<file path="src/rtl/bit_serializer.sv">
// Parallel-to-serial shifter feeding the sequence detector: valid/ready word intake,
// one bit per clock on ser_out, fixed idle level when no word is in flight.
module bit_serializer #(
    parameter int unsigned DATA_W    = 8,
    parameter bit          MSB_FIRST = 1'b1,
    parameter bit          IDLE_BIT  = 1'b0
) (
    input  logic              clk,
    input  logic              reset,
    input  logic              s_valid,
    input  logic [DATA_W-1:0] s_data,
    output logic              s_ready,
    output logic              ser_out,
    output logic              ser_valid,
    output logic              word_done,
    output logic              busy
);

    localparam int unsigned      CNT_W    = (DATA_W > 1) ? $clog2(DATA_W) : 1;
    localparam logic [CNT_W-1:0] LAST_CNT = CNT_W'(DATA_W - 1);
    localparam logic [CNT_W-1:0] PRE_LAST = CNT_W'(DATA_W - 2);

    typedef enum logic {
        ST_IDLE  = 1'b0,
        ST_SHIFT = 1'b1
    } state_t;

    state_t            r_state;
    logic [CNT_W-1:0]  r_cnt;
    logic [DATA_W-1:0] r_shift;
    logic              r_ser_out;
    logic              r_ser_valid;
    logic              r_word_done;

    state_t            w_state_nxt;
    logic [CNT_W-1:0]  w_cnt_nxt;
    logic [DATA_W-1:0] w_shift_nxt;
    logic              w_ser_out_nxt;
    logic              w_ser_valid_nxt;
    logic              w_word_done_nxt;
    logic              w_last;
    logic              w_accept;

    // Ready depends only on state, so upstream can never form a loop through s_valid.
    assign w_last   = (r_state == ST_SHIFT) && (r_cnt == LAST_CNT);
    assign s_ready  = (r_state == ST_IDLE) || w_last;
    assign w_accept = s_valid && s_ready;

    always_ff @(posedge clk or posedge reset) begin
        if (reset) begin
            r_state     <= ST_IDLE;
            r_cnt       <= '0;
            r_shift     <= '0;
            r_ser_out   <= IDLE_BIT;
            r_ser_valid <= 1'b0;
            r_word_done <= 1'b0;
        end else begin
            r_state     <= w_state_nxt;
            r_cnt       <= w_cnt_nxt;
            r_shift     <= w_shift_nxt;
            r_ser_out   <= w_ser_out_nxt;
            r_ser_valid <= w_ser_valid_nxt;
            r_word_done <= w_word_done_nxt;
        end
    end

    always_comb begin
        w_state_nxt     = r_state;
        w_cnt_nxt       = r_cnt;
        w_shift_nxt     = r_shift;
        w_ser_out_nxt   = IDLE_BIT;
        w_ser_valid_nxt = 1'b0;
        w_word_done_nxt = 1'b0;

        if (w_accept) begin
            // First bit goes straight to the output register; the shifter keeps the rest.
            w_state_nxt     = ST_SHIFT;
            w_cnt_nxt       = '0;
            w_ser_valid_nxt = 1'b1;
            if (MSB_FIRST) begin
                w_ser_out_nxt = s_data[DATA_W-1];
                w_shift_nxt   = s_data << 1;
            end else begin
                w_ser_out_nxt = s_data[0];
                w_shift_nxt   = s_data >> 1;
            end
        end else begin
            case (r_state)
                ST_IDLE: begin
                    w_state_nxt = ST_IDLE;
                end
                ST_SHIFT: begin
                    if (w_last) begin
                        w_state_nxt = ST_IDLE;
                        w_cnt_nxt   = '0;
                        w_shift_nxt = '0;
                    end else begin
                        w_cnt_nxt       = r_cnt + CNT_W'(1);
                        w_ser_valid_nxt = 1'b1;
                        w_word_done_nxt = (r_cnt == PRE_LAST);
                        if (MSB_FIRST) begin
                            w_ser_out_nxt = r_shift[DATA_W-1];
                            w_shift_nxt   = r_shift << 1;
                        end else begin
                            w_ser_out_nxt = r_shift[0];
                            w_shift_nxt   = r_shift >> 1;
                        end
                    end
                end
                default: begin
                    w_state_nxt = ST_IDLE;
                end
            endcase
        end
    end

    assign ser_out   = r_ser_out;
    assign ser_valid = r_ser_valid;
    assign word_done = r_word_done;
    assign busy      = r_ser_valid;

endmodule

</file>
<file path="config.mk">
export PLATFORM = sky130hd
export DESIGN_NAME = bit_serializer
export DESIGN_NICKNAME = d
export VERILOG_FILES = /design/src/rtl/bit_serializer.sv
export SDC_FILE = /design/constraint.sdc
export NUM_CORES = 1
export LEC_CHECK = 0
export ABC_AREA = 1
export CAP_MARGIN = 15
export CELL_PAD_IN_SITES_DETAIL_PLACEMENT = 0
export CELL_PAD_IN_SITES_GLOBAL_PLACEMENT = 1
export CORE_MARGIN = 3
export CORE_UTILIZATION = 25
export CTS_CLUSTER_SIZE = 24
export DETAILED_ROUTE_END_ITERATION = 6
export HOLD_SLACK_MARGIN = 0.15
export PLACE_DENSITY_LB_ADDON = 0.08
export SLEW_MARGIN = 10
export SYNTH_ARGS = -nofsm -noshare
export SYNTH_HDL_FRONTEND = slang
export SYNTH_SLANG_ARGS = --single-unit
</file>
<file path="constraint.sdc">
create_clock -name clk -period 1.7 [get_ports clk]
set_clock_uncertainty 0.05 [all_clocks]
set_input_delay 0.255 -clock clk [delete_from_list [all_inputs] [get_ports clk]]
set_output_delay 0.255 -clock clk [all_outputs]
set_load 0.02 [all_outputs]
</file>
* Yosys cells after proc, flatten, opt, wreduce, memory -nomap -nowiden
Index checks and enable logic that the tools add are counted.
** Word-level totals
- Register bits after elaboration :: 15
- Bits in latches :: 0
- Bits in writable memories :: 0
- Bits in read-only memories :: 0
- Input bits :: 11
- Output and inout bits :: 5
- Logic and storage cells :: 31
- Memories :: 0
** Cells by class
- Add/sub/neg operators :: 1
- Multipliers :: 0
- Divide/modulo/power cells :: 0
- Order comparisons :: 0
- Eq/ne operators :: 2
- Shifts and indexed selects :: 0
- Multiplexer cells :: 17
- Bitwise operators :: 1
- Reductions and logical operators :: 4
** Operators with widths (count)
- 8-bit two-way mux :: 3
- 1-bit two-way mux :: 10
- 3-bit two-way mux :: 3
- 3-bit == test, second input constant :: 2
- 3-bit by 1-bit adder with 3-bit output, second input constant :: 1
- 1-bit logical AND :: 2
- 1-bit case mux with 2 select lines :: 1
- 2-bit nonzero test :: 1
- 1-bit logical OR :: 1
- 1-bit NOT :: 1

* Depth between registers and ports, before layout
Gate-level depths: netlist of run 1.
- Depth in word-level cells :: 5
- Depth in mapped cells :: 7
- Depth with buffers taken out :: 7

* Least setup slack after synthesis of run 1
Ideal clock, no wire load.
- Path type :: register to output
- Start :: register r_cnt[0]
- End :: output port s_ready
- Data arrival time :: 1.083 ns
- Required time :: 1.395 ns
- Setup slack :: 0.312 ns
- Cell stages (with the launch flop) :: 6
- Path buffers :: 1
- Cells stage by stage :: dfrtp_1 -> ha_1 -> ha_1 -> inv_2 -> nand2_4 -> buf_6
** Between the ends
- Cells in the longest elaborated chain, start to end :: 3
** RTL lines
- start, declared :: RTL line 29 : logic [CNT_W-1:0] r_cnt;
- start signal, assigned :: RTL line 59 : r_cnt <= w_cnt_nxt;
- 3-bit == test :: RTL line 45 : assign w_last = (r_state == ST_SHIFT) && (r_cnt == LAST_CNT);
- 1-bit logical AND :: RTL line 45
- 1-bit logical OR :: RTL line 46 : assign s_ready = (r_state == ST_IDLE) || w_last;
- end, declared :: RTL line 12 : output logic s_ready,
No other way between the ends.

* Worst setup path in the final report of run 1
Same ends and word-level chain as after synthesis.

==> summary by stage, run 1 <==
Run status
The flow ran to the end, and the final reports show no timing, DRC or antenna violations.

Placed design
The HPWL after detailed placement is 1090 µm. In this run the cell area measured after placement is 898 µm². The count of buffers inserted at the top-level ports is 15. The congestion estimate from routability-driven global placement came to about 0.7.

Global route
Entering global routing, the biggest net connects 15 pins. In the global route stage, overall resource usage came out at 10.9%. The initial antenna violation count is 0.

The number of global-route vias before repair came to between 600 and 700. The first global-routing pass estimated 2810 µm of wire. The total global routing overflow is 0.

Yosys
The post-synthesis compound-gate area fraction is 5.92%. The average cell area after synthesis is 8.65 µm². Counting every instance in the synthesized netlist gives 83. After synthesis, the largest family of logic cells by area is simple AND/OR/NAND/NOR gates.

Summing the areas of all and, or, nand and nor instances in the mapped netlist gives approximately 29% of the synthesized area. The post-synth net total is 97. The register bit count reported by yosys is 13.

Sequential cells were found to cover roughly 45% of the synthesized design area. Of the post-synthesis cell area, the part taken by muxes is 0%. The area share of xor/xnor cells in the synthesized design is 0%. After Yosys synthesis, full adders, half adders and majority gates account for 5.23% of the synthesized area. The synthesized netlist occupies a cell area of around 720 µm². During synthesis, Yosys emitted a total of 0 warnings. The number of distinct library cells after synthesis is 15.

Detailed routing
Using the TritonRoute via totals, the vias-per-cell ratio works out to 4.35. After detailed routing, the average wire length per cell comes to 11.9 µm. The first detailed-routing pass ran for 4 iterations. The detail route stage leaves a number of antenna-violating nets equal to 0. The final layout contains routed wiring with a total length of 1580 µm. After detailed routing, the number of remaining DRC violations is 0.

For this block, the initial DRC count from the detailed router was 10. Across all layers, the routed design uses 578 vias.

Floorplanning
The cell row count is 18. The height of the chip is 59.6 µm. The floorplan step defined a core boundary enclosing between 2000 and 3000 µm². The die width is between 50 and 60 µm. The die covers 3550 µm².

For this design the top-level I/O count stands at 16. The effective utilization at floorplan is between 20% and 30%.

Timing
Headroom to the max-slew limit came out at around 64%. Derived from the worst setup path, the maximum achievable clock frequency is 621 MHz. The clock period minus final worst setup slack is 1.61 ns.

The hold slack is between 0.2 and 0.3 ns. The number of pins exceeding their max-slew limit in the final report is 0. The actual transition at the worst max-transition pin is 0.536 ns. The count of final setup violators is 0.

Setup repair after global routing left no endpoint under its margin. The total count of hold-check failures in the final report was 0. For the final routed database, the setup TNS stands at 0 ns. The fraction of the cycle the final worst path needs is 94.8%.

Pwr
In this run the power spent charging and discharging nets is ~0.54 mW. Summed over all cells, the static leakage comes to 0.468 nW. The part of the power in combinational logic is between 50 and 60%.

In this run the power density over the cells is 1480 nW/µm². Net switching is 39.4% of the power. The overall power consumption is 1.37 mW. The share of power burned in the clock network is 13.9%. Across the VDD grid, the largest voltage drop is 1030 µV.

The internal power summed over all cells is 0.833 mW. The share of total power dissipated in sequential elements is 35.9%.

Final layout
The number of inserted diodes is 0. After filler insertion, the fill cell instance count of the layout stands at roughly 290. In the layout the commonest cells are sky130_fd_sc_hd__nand3_1 (19), sky130_fd_sc_hd__dfrtp_1 (13), sky130_fd_sc_hd__nand2_1 (12), sky130_fd_sc_hd__clkdlybuf4s50_1 (12), sky130_fd_sc_hd__nor2_1 (9). The layout overhead on the synthesized area is 29.4%. At the end of the flow, the number of nets in the layout was 118. The library cell used most frequently in the layout, excluding fill and tap cells, is sky130_fd_sc_hd__nand3_1. The share of layout cells above drive strength 1 is 21.4%. The post-layout utilization of the core is 35.6%.

The finished cells cover 930 µm².

Setup path
The buffer and inverter count on the worst path is 2. The critical path class is reg -> out. STA puts the critical path data arrival time at ~1.3 ns. The path depth of the worst reg2reg path is 8. The signal on the critical path passes through ha_1 > ha_2 > inv_2 > nand2_4 > buf_4. Of all nets on the critical path, the largest fanout is 2. The largest stage delay on the critical path is just under 0.4 ns. On the critical path the largest part of the delay comes from flip-flops. The worst setup path is launched from a flip-flop.

At the worst endpoint, the required time is 1.39 ns. The critical path crosses 5 cells after its start point. In this run the register-to-register setup slack is 0.29 ns.

STA classifies the critical path endpoint as a primary output. The largest individual stage delay along the critical path comes from the cell sky130_fd_sc_hd__dfrtp_1.

Clock network
After clock tree synthesis, the clock-pin slew on the worst setup and hold paths is 0.08 ns. The tree is rooted in a sky130_fd_sc_hd__clkbuf_4. Clock tree synthesis inserted a total of 3 buffers. CTS built an H-tree with a depth of 1. The number of setup buffers added after CTS is 0.

Counting along the longest clock path gives a buffer depth of 2. The TritonCTS clock tree is built. The clock network latency to the later pin of the worst-skew pair is 0.27 ns. The clock net sink count is 13.

Flow run
The number of max-cap violations is 0.

Min path
The tightest min-delay check is of the in -> async type.
final timing paths:
check                            from         end
min in group clk           r_shift[7]     ser_out
hold / removal                  reset    r_cnt[2]
setup / recovery             r_cnt[0]     s_ready
max in group asynchronous       reset  r_shift[6]
setup reg to reg             r_cnt[0]  r_shift[7]
hold reg to reg            r_shift[7]     ser_out
logic make-up (layout without fill, tap and decap cells):
logic type | after synthesis | in the layout
adders and majority gates | 3 | 3
DFF | 13 | 13
and+or+nand+nor | 44 | 44
AOI/OAI and AO/OA | 7 | 7
buffers and inverters | 16 | 36
synthesized netlist by cell type:
master                    instances  area share (%)
sky130_fd_sc_hd__a21oi_1          4             2.8
sky130_fd_sc_hd__nand2_4          2             3.1
sky130_fd_sc_hd__buf_4            1             1.0
sky130_fd_sc_hd__inv_1            6             3.1
sky130_fd_sc_hd__nand2_2          2             1.7
sky130_fd_sc_hd__inv_2            3             1.6
sky130_fd_sc_hd__a21oi_2          2             2.4
sky130_fd_sc_hd__nand2_1         12             6.3
sky130_fd_sc_hd__dfrtp_1         13              45
sky130_fd_sc_hd__ha_1             3             5.2
sky130_fd_sc_hd__nand3_1         19              13
sky130_fd_sc_hd__nor2_1           9             4.7
sky130_fd_sc_hd__buf_6            4             6.3
sky130_fd_sc_hd__inv_6            2             2.4
sky130_fd_sc_hd__o21ai_0          1            0.70
routing by layer:
layer | vias up | share of wire (%) | global-route usage (%)
li1 | 301 | - | -
met1 | 262 | 46 | 13.9
met2 | 13 | 46 | 17.2
met3 | 2 | 6.0 | 4.79
met4 | 0 | 1.1 | 1.90
met5 | - | 0 | 0
per-stage QoR:
step / std cells / setup slack, ns
after floorplan: 83 / 0.312
after global placement: 129 / 0.0128
after detailed placement: 129 / -0.0113
after CTS: 133 / 0.00784
after global routing: 133 / 0.0150
final: 133 / 0.0892
sequential cells by signal, indices dropped and copies added, names as in the netlist:
| name | count |
|---|---|
| ser_out | 1 |
| busy | 1 |
| r_cnt | 3 |
| word_done | 1 |
| r_shift | 7 |
cell type report:
| type | instances | area, µm² | share of cell area, % |
|---|---|---|---|
| well taps | 30 | 37.5 | 4.04 |
| multi-input cells | 54 | 292 | 31.4 |
| inverters | 11 | 51.3 | 5.52 |
| flip-flops and latches | 13 | 325 | 35.0 |
| repair buffers | 21 | 198 | 21.3 |
| clock buffers | 4 | 26.3 | 2.83 |
power groups by stage:
stage	Clock, mW	Sequential (mW)	Combinational (mW)
after floorplan	0	0.521	0.457
after global placement	0	0.499	0.707
after detailed placement	0	0.503	0.700
after CTS	0.203	0.496	0.694
after global routing	0.224	0.515	0.792
final	0.191	0.494	0.690
repair_timing:
action	CTS	global route
gates resized for setup	4	4
cloned	0	0
setup endpoints to repair	1	3
hold buffers	0	0
Note: power is estimated with default switching activity, not from simulation.
==> run 2: changes to the inputs <==
ABC_AREA = unset   (was 1)
TNS_END_PERCENT = 50   (was unset)
==> summary by stage, run 2 <==
Yosys
By count the netlist is led by sky130_fd_sc_hd__dfrtp_1 (13), sky130_fd_sc_hd__inv_1 (11), sky130_fd_sc_hd__mux2i_1 (8), sky130_fd_sc_hd__nand3_1 (7), sky130_fd_sc_hd__o221ai_1 (6). The register bit count reported by yosys is 13 (unchanged). The number of distinct library cells after synthesis is 18 (+3). The number of enable-type register cells in the synthesized netlist is 0 (unchanged). The async set-reset flop share out of synthesis is 100% (unchanged). The cell count after synthesis is 67 (-19%). The most used flip-flop cell after synthesis is sky130_fd_sc_hd__dfrtp_1.

The average cell area after synthesis is 10.5 µm² (+21%). The count of warnings emitted by yosys is 0 (unchanged). Among all cell types in the netlist, the one instantiated most often is sky130_fd_sc_hd__dfrtp_1. The area share of the largest cell type after synthesis is 46.3% (+0.97 points). The post-synth net total is 81 (-16%). The sequential-to-total area share from yosys stat came to 46.3% (+0.97 points).

sky130_fd_sc_hd__dfrtp_1 takes more of the synthesized area than any other cell. The post-synthesis instance area was 703 µm² (-2.1%). By area the synthesized netlist is led by sky130_fd_sc_hd__dfrtp_1 (46%), sky130_fd_sc_hd__mux2i_1 (11%), sky130_fd_sc_hd__o221ai_1 (7.5%).

Pwr
The power per standard cell area is 1370 nW/µm² (-7.7%). The portion of total power attributed to sequential cells was 38.2% (+2.3 points). The internal power summed over all cells is 0.815 mW (-2.2%). The switching power is 0.452 mW (-16%).

The leakage power is 0.422 nW (-10%). The worst vdd rail ir drop is 718 µV (-30%). The overall power consumption is 1.27 mW (-7.8%). The share of power burned in the clock network was 15.5% (+1.6 points).

The switching fraction of total power is 35.7% (-3.7 points). The part of the power in combinational logic is 46.3% (-3.9 points).

Floorplanning
The height of the chip is 59.0 µm (-0.95%). The number of top-level pins is 16 (unchanged). The area of the core region is 2570 µm² (-1.7%). The die area is 3490 µm² (-1.9%). The cell row count is 18 (unchanged). The effective utilization at floorplan is 27.4% (-0.10 points). The die width is 59.0 µm (-0.95%).

Global route
The met1 usage in global routing was 12.7% (-1.2 points). The number of global-route vias before repair is 567 (-6.6%). The peak-usage layer in the global routing report is met2. The met2 usage in global routing is 15.8% (-1.4 points). The total track usage is 10.1% (-0.82 points). The initial antenna violation count is 0 (unchanged). The total global routing overflow is 0 (unchanged). The first-pass GRT wire length was 2560 µm (-8.9%). The met3 global-route usage is 2.18% (-2.6 points). The largest net degree at the start of global routing was 21 (+6).

Timing
The least setup slack across all paths after layout is 0.0886 ns (-0.000591 ns). The clock period minus final worst setup slack is 1.61 ns (+0.000591 ns). The achievable clock frequency was 621 MHz (about the same). The hold slack is 0.270 ns (+0.00634 ns). The total count of hold-check failures in the final report is 0 (unchanged).

The count of final setup violators is 0 (unchanged). The headroom to the max-slew limit was 63.5% (-0.70 points). The number of pins exceeding their max-slew limit in the final report is 0 (unchanged).

The actual transition at the worst max-transition pin is 0.547 ns (+0.0104 ns). Setup repair after global routing left no endpoint under its margin. The fraction of the cycle the final worst path needs is 94.8% (about the same).

Clock network
The clock tree buffer depth is 2 (unchanged). The buffer type at the clock tree root is sky130_fd_sc_hd__clkbuf_4. The clock net sink count is 13 (unchanged). The H-tree depth is 1 (unchanged). The clock-pin slew reported for the worst setup and hold paths after clock tree synthesis came to 0.08 ns (about the same).

The clock network latency to the later pin of the worst-skew pair is 0.27 ns (about the same). The TritonCTS clock tree is built. The number of instances resized during post-cts repair came to 4 (unchanged). The number of buffers added to fix hold violations after cts is 0 (unchanged). The number of setup buffers added after CTS was 0 (unchanged). The TritonCTS buffer count is 3 (unchanged).

Detailed routing
The total iterations of the first detailed-routing run was 4 (unchanged). The violation count after the first detailed-route iteration is 13 (+3). The final wirelength is 1480 µm (-6.5%). The routed wire length per instance is 12.7 µm (+7.2%). The DRC violations left is 0 (unchanged). The post-route antenna net violation count is 0 (unchanged). The via count of the routed design came to 547 (-5.4%).

The mean number of vias per cell was 4.72 (+8.5%).

Final layout
The post-layout utilization of the core came to 36.2% (+0.58 points). The non-filler instance count after layout is 116 (-13%). The fill cell total of the finished layout was 281 (-2.4%). The layout overhead on the synthesized area is 32.0%. The number of flip-flops in the largest register is 7 (unchanged). The share of layout cells above drive strength 1 was 14.0% (-7.4 points).

The number of inserted diodes is 0 (unchanged). The library cells used most frequently in the layout, excluding fill and tap cells, are sky130_fd_sc_hd__dfrtp_1 (13), sky130_fd_sc_hd__clkdlybuf4s50_1 (12), sky130_fd_sc_hd__inv_1 (11), sky130_fd_sc_hd__mux2i_1 (8), sky130_fd_sc_hd__nand3_1 (7). The largest registers in the layout are r_shift (7), r_cnt (3). Ranked by flip-flop count, first place goes to r_shift. The number of nets at the end of the flow was 101 (-14%). The most common cell after layout, fill and taps aside is sky130_fd_sc_hd__dfrtp_1.

Placed design
The worst setup slack after placement came to -0.0175 ns (-0.00624 ns). The detailed placer's ending HPWL is 996 µm (-9.0%). The routability congestion estimate is 0.672 (-5.6%). The number of cells in the design after placement came to 112 (-13%). The count of buffers inserted at the top-level ports came to 15 (unchanged).

Setup path
The worst setup slack for register-to-register paths is 0.32 ns (+0.03 ns). STA classifies the critical path startpoint as a flip-flop. The largest fanout on the critical path is 2 (unchanged).

The data arrival time of the worst path is 1.31 ns (about the same). The worst setup path is captured at a primary output. The critical path class is reg -> out. The data required time at the worst endpoint came to 1.39 ns (about the same).

Min path
The path class of the tightest hold or removal check is in -> async.

Run status
The flow ran to the end, and the final reports show no timing, DRC or antenna violations.

Flow run
The number of max-cap violations is 0 (unchanged).
run 2: final timing paths:
check,startpoint,to,depth (start not counted)
max,r_cnt[0],s_ready,4
min,reset,r_shift[5],2
max reg2reg,r_cnt[0],r_shift[4],5
min reg2reg,r_shift[7],ser_out,2
max in group asynchronous,reset,r_shift[1],2
min in group clk,r_shift[7],ser_out,2
run 2: layout make-up:
| cell class | instances | area (µm²) | area share (%) |
|---|---|---|---|
| repair buffers | 21 | 210 | 22.6 |
| flip-flops and latches | 13 | 325 | 35.0 |
| multi-input cells | 37 | 288 | 31.0 |
| inverters | 11 | 41.3 | 4.45 |
| well taps | 30 | 37.5 | 4.04 |
| clock buffers | 4 | 26.3 | 2.83 |
run 2: per-stage QoR:
step                      setup TNS, ns  instance area [µm²]
after floorplan                       0                  703
after global placement         -0.00915                  897
after detailed placement        -0.0175                  897
after CTS                             0                  918
after global routing                  0                  928
final                                 0                  928
run 2: critical path, cell delays in order, from the launching register on:
cell	delay [ns]
sky130_fd_sc_hd__dfrtp_1	0.38
sky130_fd_sc_hd__ha_1	0.20
sky130_fd_sc_hd__ha_2	0.17
sky130_fd_sc_hd__nand2b_4	0.13
sky130_fd_sc_hd__buf_4	0.15
run 2: cell families (layout without fill, tap and decap cells):
logic type	count (synthesis)	in the layout	synth area share, %
compound gates	10	10	11.6
fa+ha+maj	3	3	5.34
buf+inv	17	36	13.2
flops	13	13	46.3
mux	8	8	11.4
simple gates	16	16	12.3
run 2: routing by layer:
| metal | wire length (µm) | part of all wire [%] |
|---|---|---|
| met5 | 0 | 0 |
| met4 | 15 | 1.0 |
| met3 | 108 | 7.3 |
| met2 | 691 | 47 |
| met1 | 660 | 45 |
run 2: power by group through the flow:
stage               logic (mW)  clock network (mW)  registers [mW]
floorplan                0.372                   0           0.513
global route             0.665               0.221           0.503
CTS                      0.596               0.207           0.485
detailed placement       0.606                   0           0.491
global placement         0.608                   0           0.488
finish                   0.587               0.196           0.484
==> run 3: changes to the inputs <==
--- a/constraint.sdc
+++ b/constraint.sdc
@@ -4,2 +4,2 @@
 set_output_delay 0.255 -clock clk [all_outputs]
-set_load 0.02 [all_outputs]
+set_load 0.005 [all_outputs]
==> summary by stage, run 3 (synthesis gave the netlist of run 2 again) <==
Run status
The run finished with clean final reports.

Setup path
The capturing element type of the critical path is a primary output. The signal on the critical path passes through ha_1 > ha_2 > nand2b_4 > clkbuf_2. Tracing the worst setup path back leads to its startpoint at r_cnt[0]. The data required time at the worst endpoint is 1.39 ns (about the same). The worst register-to-register path begins at r_cnt[0]. The cell family with the largest share of critical-path delay is flip-flops. The critical path is of the reg -> out type. For this design, the slowest cell found on the critical path is sky130_fd_sc_hd__dfrtp_1. The buffer and inverter count on the worst path came to 1 (unchanged). The largest fanout on the critical path is 2 (unchanged). The worst setup path is launched from a flip-flop. The data arrival time of the worst path is 1.27 ns (-0.04 ns). The largest stage delay on the critical path was 0.39 ns (about the same).

Global route
The first-pass GRT wire length came to 2620 µm (+2.5%). The total track usage is 10.2% (+0.086 points). The total global routing overflow is 0 (unchanged). The number of global-route vias before repair is 553 (-2.5%). The largest net degree at the start of global routing came to 21 (unchanged). The initial antenna violation count came to 0 (unchanged).

Detailed routing
The post-route antenna net violation count is 0 (unchanged). The DRC violations left is 0 (unchanged). The mean number of vias per cell is 4.74 (+0.55%). The via count of the routed design is 550 (+0.55%). The violation count after the first detailed-route iteration is 12 (-1). The total iterations of the first detailed-routing run is 4 (unchanged). The final wirelength is 1510 µm (+2.2%).

The routed wire length per instance was 13.0 µm (+2.2%).

Timing
The achievable clock frequency came to 633 MHz (+2.1%). The number of pins exceeding their max-slew limit in the final report is 0 (unchanged). The total count of hold-check failures in the final report was 0 (unchanged).

The count of final setup violators was 0 (unchanged). The actual transition at the worst max-transition pin was 0.532 ns (-0.0149 ns). The clock period minus final worst setup slack is 1.58 ns (-0.0328 ns). The least setup slack across all paths after layout is 0.121 ns (+0.0328 ns). The fraction of the cycle the final worst path needs came to 92.9% (-1.9 points). The sum of negative setup slack was 0 ns (unchanged). Setup repair after global routing left no endpoint under its margin. The headroom to the max-slew limit is 64.5% (+0.99 points).

Placed design
The count of buffers inserted at the top-level ports came to 15 (unchanged). The number of cells in the design after placement came to 111 (-0.89%). The routability congestion estimate is 0.627 (-6.8%). The worst setup slack after placement is 0.0610 ns (+0.0785 ns). The detailed placer's ending HPWL is 982 µm (-1.4%).

Final layout
The non-filler instance count after layout is 116 (unchanged). Relative to the synthesized area, the layout overhead comes to 31.1%. The number of flip-flops in the largest register was 7 (unchanged). The most common cell after layout, fill and taps aside is sky130_fd_sc_hd__clkdlybuf4s50_1. The register with the highest flop count is r_shift. The number of inserted diodes is 0 (unchanged). The largest registers in the layout are r_shift (7), r_cnt (3). In the layout the commonest cells are sky130_fd_sc_hd__clkdlybuf4s50_1 (14), sky130_fd_sc_hd__dfrtp_1 (12), sky130_fd_sc_hd__inv_1 (11), sky130_fd_sc_hd__mux2i_1 (8), sky130_fd_sc_hd__nand3_1 (7). The area of combinational cells with multiple inputs is 288 µm² (unchanged).

The footprint of the flip-flops and latches is 327 µm² (+0.38%). The fill cell total of the finished layout came to 286 (+1.8%). The number of nets at the end of the flow is 101 (unchanged). The share of layout cells above drive strength 1 is 15.1% (+1.2 points).

Floorplanning
The area of the core region was 2570 µm² (unchanged). The height of the chip was 59.0 µm (unchanged). The die area was 3490 µm² (unchanged). The effective utilization at floorplan is 27.4% (unchanged).

The cell row count is 18 (unchanged). The number of top-level pins is 16 (unchanged). The die width was 59.0 µm (unchanged).

Clock network
TritonCTS built the clock tree. The clock net sink count came to 13 (unchanged). The clock tree buffer depth came to 2 (unchanged). The H-tree depth is 1 (unchanged). The buffer type at the clock tree root is sky130_fd_sc_hd__clkbuf_4.

The clock-pin slew reported for the worst setup and hold paths after clock tree synthesis is 0.09 ns (about the same). The TritonCTS buffer count is 3 (unchanged). The clock network latency to the later pin of the worst-skew pair is 0.28 ns (about the same).

Pwr
The leakage power is 0.419 nW (-0.73%). The power per standard cell area is 1330 nW/µm² (-2.5%). The worst vdd rail ir drop came to 566 µV (-21%).

Flow run
The number of max-cap violations is 0 (unchanged).

Min path
The class of the most critical hold timing path is in -> async.
[run 3: per-layer routing]
metal,track usage [%],vias up,part of all wire [%]
met3,4.14,2,6.7
met5,0,-,0
met4,2.91,0,0.99
li1,-,271,-
met1,14.2,261,48
met2,14.4,16,44
[run 3: where the power goes]
part	internal [mW]	leakage (nW)	switching (mW)	total, mW
logic	0.296	0.238	0.242	0.537
clock network	0.0910	0.0150	0.111	0.202
registers	0.424	0.166	0.0647	0.489
[run 3: timing repair]
action / CTS / global route
resized for setup: 3 / 2
pin swaps: 0 / 0
setup buffers: 1 / 0
hold buffers: 0 / 0
endpoints found under the setup margin: 1 / 3
hold endpoints to repair: 0 / 0
[run 3: path summary, 6_finish.rpt]
check | to | slack [ns] | depth (start not counted)
worst max-delay path | s_ready | 0.12 | 4
worst min-delay path | r_shift[7] | 0.25 | 2
worst max register to register | r_shift[4] | 0.30 | 5
worst min register to register | word_done | 0.48 | 2
max in group asynchronous | busy | 0.97 | 2
min in group clk | word_done | 0.48 | 2
[run 3: cell type report]
class,count,share of cell area (%)
multi-input cells,37,31.2
flip-flops and latches,13,35.4
clock buffers,4,2.85
inverters,11,4.48
repair buffers,21,22.0
well taps,30,4.07
[run 3: stage by stage]
stage          power [mW]  util [%]  cell area, µm²  hold WS (ns)
6_report             1.23      35.9             922         0.252
5_1_grt              1.36      35.9             922         0.281
4_1_cts              1.26      36.1             926         0.270
3_5_place_dp         1.03      34.6             890         0.470
3_3_place_gp         1.03      34.6             890         0.462
2_1_floorplan       0.839         -             703        0.0820
